## src/rtl/mag_pkg.sv

```systemverilog
// Shared definitions for the magnetron SR-latch command generator.
// Holds the state encoding, default timing constants and a counter-width helper.
package mag_pkg;

    typedef enum logic [1:0] {
        ST_OFF   = 2'd0,
        ST_ON    = 2'd1,
        ST_GUARD = 2'd2
    } mag_state_e;

    localparam int DEB_CYCLES_DEF   = 4;
    localparam int GUARD_CYCLES_DEF = 8;

    function automatic int cnt_width(input int n);
        return (n > 1) ? $clog2(n) : 1;
    endfunction

endpackage

```

## src/rtl/debounce_sync.sv

```systemverilog
// Two-flop synchronizer followed by a stable-count debouncer.
// FAST_LOW lets a synchronized 0 pass straight through (used for door opening).
module debounce_sync
    import mag_pkg::*;
#(
    parameter int DEB_CYCLES = DEB_CYCLES_DEF,
    parameter bit RST_LEVEL  = 1'b1,
    parameter bit FAST_LOW   = 1'b0
) (
    input  logic i_clk,
    input  logic i_rst_n,
    input  logic i_raw,
    output logic o_level
);

    localparam int            CW       = cnt_width(DEB_CYCLES);
    localparam logic [CW-1:0] CNT_LAST = CW'(DEB_CYCLES - 1);

    logic          r_meta;
    logic          r_sync;
    logic          r_level;
    logic [CW-1:0] r_cnt;

    // r_cnt holds how many consecutive samples have disagreed with r_level so far.
    always_ff @(posedge i_clk or negedge i_rst_n) begin
        if (!i_rst_n) begin
            r_meta  <= RST_LEVEL;
            r_sync  <= RST_LEVEL;
            r_level <= RST_LEVEL;
            r_cnt   <= '0;
        end else begin
            r_meta <= i_raw;
            r_sync <= r_meta;
            if (r_sync == r_level) begin
                r_cnt <= '0;
            end else if ((FAST_LOW && !r_sync) || (r_cnt == CNT_LAST)) begin
                r_level <= r_sync;
                r_cnt   <= '0;
            end else begin
                r_cnt <= r_cnt + 1'b1;
            end
        end
    end

    assign o_level = r_level;

endmodule

```

## src/rtl/mag_sr_driver.sv

```systemverilog
// Conditions start/stop/door inputs, enforces interlocks and issues one-cycle
// S/R pulses to the magnetron latch; mag_on mirrors the commanded latch state.
module mag_sr_driver
    import mag_pkg::*;
#(
    parameter int DEB_CYCLES   = DEB_CYCLES_DEF,
    parameter int GUARD_CYCLES = GUARD_CYCLES_DEF
) (
    input  logic       clk,
    input  logic       reset_n,
    input  logic       startn,
    input  logic       stopn,
    input  logic       door_closed,
    input  logic       timer_done,
    output logic       S,
    output logic       R,
    output logic       mag_on,
    output logic       busy,
    output mag_state_e o_dbg_state
);

    localparam int            GW         = cnt_width(GUARD_CYCLES);
    localparam logic [GW-1:0] GUARD_LAST = GW'(GUARD_CYCLES - 1);

    logic          w_start_lvl;
    logic          w_stop_lvl;
    logic          w_door_ok;
    logic          r_start_lvl_d;
    logic          r_stop_lvl_d;
    logic          w_start_stb;
    logic          w_stop_stb;
    mag_state_e    r_state;
    mag_state_e    w_state_nxt;
    logic [GW-1:0] r_guard_cnt;
    logic          w_set;
    logic          w_clr;
    logic          r_s;
    logic          r_r;
    logic          r_mag_on;
    logic          r_busy;

    debounce_sync #(.DEB_CYCLES(DEB_CYCLES), .RST_LEVEL(1'b1), .FAST_LOW(1'b0)) u_start_deb (
        .i_clk(clk), .i_rst_n(reset_n), .i_raw(startn), .o_level(w_start_lvl)
    );

    debounce_sync #(.DEB_CYCLES(DEB_CYCLES), .RST_LEVEL(1'b1), .FAST_LOW(1'b0)) u_stop_deb (
        .i_clk(clk), .i_rst_n(reset_n), .i_raw(stopn), .o_level(w_stop_lvl)
    );

    // Door opening bypasses the debounce; only closing has to prove itself stable.
    debounce_sync #(.DEB_CYCLES(DEB_CYCLES), .RST_LEVEL(1'b0), .FAST_LOW(1'b1)) u_door_deb (
        .i_clk(clk), .i_rst_n(reset_n), .i_raw(door_closed), .o_level(w_door_ok)
    );

    assign w_start_stb = r_start_lvl_d & ~w_start_lvl;
    assign w_stop_stb  = r_stop_lvl_d & ~w_stop_lvl;

    always_comb begin
        w_state_nxt = r_state;
        w_set       = 1'b0;
        w_clr       = 1'b0;
        case (r_state)
            ST_OFF: begin
                if (w_start_stb && !w_stop_stb && w_door_ok && !timer_done) begin
                    w_state_nxt = ST_ON;
                    w_set       = 1'b1;
                end
            end
            ST_ON: begin
                if (w_stop_stb || !w_door_ok || timer_done) begin
                    w_state_nxt = ST_GUARD;
                    w_clr       = 1'b1;
                end
            end
            ST_GUARD: begin
                if (r_guard_cnt == GUARD_LAST) begin
                    w_state_nxt = ST_OFF;
                end
            end
            default: w_state_nxt = ST_OFF;
        endcase
    end

    // The guard count is 0 in the R cycle, so GUARD spans exactly GUARD_CYCLES cycles.
    always_ff @(posedge clk or negedge reset_n) begin
        if (!reset_n) begin
            r_start_lvl_d <= 1'b1;
            r_stop_lvl_d  <= 1'b1;
            r_state       <= ST_OFF;
            r_guard_cnt   <= '0;
            r_s           <= 1'b0;
            r_r           <= 1'b0;
            r_mag_on      <= 1'b0;
            r_busy        <= 1'b0;
        end else begin
            r_start_lvl_d <= w_start_lvl;
            r_stop_lvl_d  <= w_stop_lvl;
            r_state       <= w_state_nxt;
            r_guard_cnt   <= (r_state == ST_GUARD && w_state_nxt == ST_GUARD) ?
                             r_guard_cnt + 1'b1 : '0;
            r_s           <= w_set;
            r_r           <= w_clr;
            r_mag_on      <= (w_state_nxt == ST_ON);
            r_busy        <= (w_state_nxt != ST_OFF);
        end
    end

    assign S           = r_s;
    assign R           = r_r;
    assign mag_on      = r_mag_on;
    assign busy        = r_busy;
    assign o_dbg_state = r_state;

endmodule

```

## config.mk

```make
export PLATFORM = sky130hd
export DESIGN_NAME = mag_sr_driver
export DESIGN_NICKNAME = d
export VERILOG_FILES = /design/src/rtl/mag_pkg.sv /design/src/rtl/debounce_sync.sv /design/src/rtl/mag_sr_driver.sv
export SDC_FILE = /design/constraint.sdc
export NUM_CORES = 1
export LEC_CHECK = 0
export CAP_MARGIN = 10
export CORE_MARGIN = 1
export CORE_UTILIZATION = 46
export DETAILED_ROUTE_END_ITERATION = 16
export PLACE_DENSITY = 0.69
export SYNTH_ARGS = -nofsm -noshare
export SYNTH_HDL_FRONTEND = slang
export SYNTH_SLANG_ARGS = --single-unit
```

## constraint.sdc

```tcl
create_clock -name clk -period 1.15 [get_ports clk]
set_clock_uncertainty 0.05 [all_clocks]
set_input_delay 0.115 -clock clk [delete_from_list [all_inputs] [get_ports clk]]
set_output_delay 0.115 -clock clk [all_outputs]
set_load 0.02 [all_outputs]
```

==> impl_metrics.env <==
export IMPL_status="complete, but fails checks"
export IMPL_violations="negative setup slack"
export IMPL_drc=0
export IMPL_ir_worst_vdd_uv=1230
export IMPL_criticalPathCategory="reg2reg"
export IMPL_pre_cts_slack_ps=-61.0
export IMPL_power_per_cell_area_mw_per_mm2=1900
export IMPL_htreeDepth=1
export IMPL_leakage_nw=0.560
export IMPL_syn_area_sq_um=940
export IMPL_endpoint_kind="flop"
export IMPL_total_power_mw=2.22
export IMPL_portBuffers=11
export IMPL_cts_max_path_buffers=2
export IMPL_design_core_area_sq_mm=0.00182
export IMPL_stdcell_area_sq_mm=0.00116
export IMPL_grt_max_degree=27
export IMPL_wl_per_cell_microns=12.6
export IMPL_antenna_found_initial=0
export IMPL_hpwlAfterDp_microns=931
export IMPL_maxSlewHeadroom_pct=85.4
export IMPL_wl_mm=1.34
export IMPL_holdWs_ps=86.1
export IMPL_ios=12
export IMPL_postCtsHoldBufs=0
export IMPL_setup_ws_ps=-11.9
export IMPL_grtUsageTotal_pct=15.1
export IMPL_avgViaCountPerCell=4.89
export IMPL_place_congestion=0.751
export IMPL_cts_buffers=3
export IMPL_clock_fmax_mhz=861
export IMPL_syn_num_nets=74
export IMPL_cp_arrival_ps=1380
export IMPL_synthFlopType="dfrtp_1"
export IMPL_yosysSeqAreaShare_pct=70.3
export IMPL_synth_edff_count=0
export IMPL_yosys_area_top_type_share_pct=47.9
export IMPL_diodes=0
export IMPL_yosysMostFrequentCell="dfrtp_1"
export IMPL_final_max_slew_viol_count=0
export IMPL_crit_path_max_fanout=3
export IMPL_chipWidth_microns=47.2
export IMPL_nFillCells=156
export IMPL_utilization_pct=64.0
export IMPL_synth_top_cell_by_area="dfrtp_1"
export IMPL_final_cells=107
export IMPL_hold_viol=0
export IMPL_layout_drive_gt1_share_pct=40.2
export IMPL_final_nets=94
export IMPL_tightest_slew_ps=218
export IMPL_ys_types=20
export IMPL_seq_area_sq_um=661
export IMPL_via_count=523
export IMPL_initial_core_util_pct=51.6
export IMPL_cts_root_buf="clkbuf_4"
export IMPL_drt_iter0_drc=4
export IMPL_rows=15
export IMPL_min_path_type="in2async"
export IMPL_area_growth_pct=24.0
export IMPL_globalRoute_totalOverflow=0
export IMPL_dp_cells=103
export IMPL_cap_viol_max_count=0
export IMPL_synth_area_top_cells="dfrtp_1, dfstp_2, ha_1, nand3b_4, nor3_1"
export IMPL_setup_tns_ps=-26.7
export IMPL_grt_pass1_wl_mm=2.18
export IMPL_clkTransAtPathRegs_ps=130
export IMPL_dieArea_sq_mm=0.00223
export IMPL_synth_cells=63
export IMPL_yosys_top_cells_count="dfrtp_1, dfstp_2, ha_1, nor2_1"
export IMPL_placed_cell_area_sq_mm=0.00113
export IMPL_finalSetupViolCount=3
export IMPL_final_min_clock_period_ps=1160
export IMPL_async_flop_share_pct=100
export IMPL_rsz0062_at_grt="true"
export IMPL_yosys_warnings=0
export IMPL_insertion_delay_ps=310
export IMPL_first_pass_iters=3
export IMPL_grt_pass1_vias=515
export IMPL_ant_nets=0
export IMPL_numClockSinks=26
export IMPL_die_h_microns=47.2
export IMPL_finalCritPeriodShare_pct=101
export IMPL_cts_tree="done"
export IMPL_startpoint_type="flop"
export IMPL_critPathRequiredTime_ps=1370
export IMPL_postCtsSetupBuffers=0
export IMPL_ys_seq_elements=26
export IMPL_multiInputGateArea_sq_um=310
export IMPL_syn_avg_cell_area_sq_um=14.9
final cells by class:
class	count	share of cell area [%]
Clock buffer	4	3.11
Inverter	1	0.322
Multi-Input combinational cell	36	26.6
Sequential cell	26	56.7
Tap cell	25	2.69
Timing Repair Buffer	15	10.5
timing repair:
item                                    4_1_cts  5_1_grt
pin swaps                                     2        1
resized for setup                            21        8
endpoints found under the setup margin       11       11
cell usage in the layout, fill, tap and decap left out, types with 2 or more instances in the layout:
cell type and count:
buf_4 3, nand2_1 3, buf_2 5, dfstp_2 8, clkdlybuf4s50_1 5, nor2b_1 3
xnor2_1 2, nor3_1 4, nor2_1 4, ha_1 3, dfrtp_1 18, clkbuf_4 3
and3_4 2
state kept, by name, indices dropped and copies added, names as in the netlist:
name and flops:
mag_on 1, u_stop_deb.r_cnt 2, u_start_deb.o_level 1, u_door_deb.r_meta 1, u_stop_deb.r_sync 1, r_start_lvl_d 1, S 1, u_door_deb.o_level 1
u_start_deb.r_cnt 2, r_guard_cnt 3, u_stop_deb.r_meta 1, u_door_deb.r_cnt 2, u_stop_deb.o_level 1, o_dbg_state 2, u_door_deb.r_sync 1, u_start_deb.r_sync 1
r_stop_lvl_d 1, R 1, u_start_deb.r_meta 1, busy 1
worst paths after layout:
path | endpoint | cells past startpoint | start | slack [ps]
max in group asynchronous | u_start_deb.r_meta | 2 | reset_n | 730
min in group clk | u_stop_deb.r_meta | 1 | stopn | 150
hold reg to reg | u_start_deb.r_sync | 0 | u_start_deb.r_meta | 320
hold / removal | u_start_deb.r_cnt[0] | 2 | reset_n | 90
setup reg to reg | r_guard_cnt[2] | 4 | r_guard_cnt[0] | -10
setup / recovery | r_guard_cnt[2] | 4 | r_guard_cnt[0] | -10
worst max-delay path, stage by stage (launching register included):
cell and delay [ps]:
dfrtp_1 410, ha_2 190, ha_4 160, nor2_4 110, and3_4 190
per-layer routing:
layer / routed length [microns] / global-route usage [%]
met1: 585 / 17.0
met2: 671 / 24.7
met5: 0 / 0
met3: 54 / 5.77
met4: 31 / 8.57
report_power, final:
part           switching [mW]  internal, mW
registers              0.0995          1.15
clock network           0.248         0.194
logic                   0.263         0.258
total                   0.611          1.61
logic make-up (layout without fill, tap and decap cells):
family | Yosys count | count (layout) | share of synthesized area, %
flops | 26 | 26 | 70.3
simple gates | 24 | 24 | 16.2
fa+ha+maj | 5 | 5 | 6.66
compound gates | 4 | 4 | 3.33
xor+xnor | 2 | 2 | 1.86
mux | 1 | 1 | 1.20
buf+inv | 1 | 20 | 0.399
(Power assumes the default switching activity.)
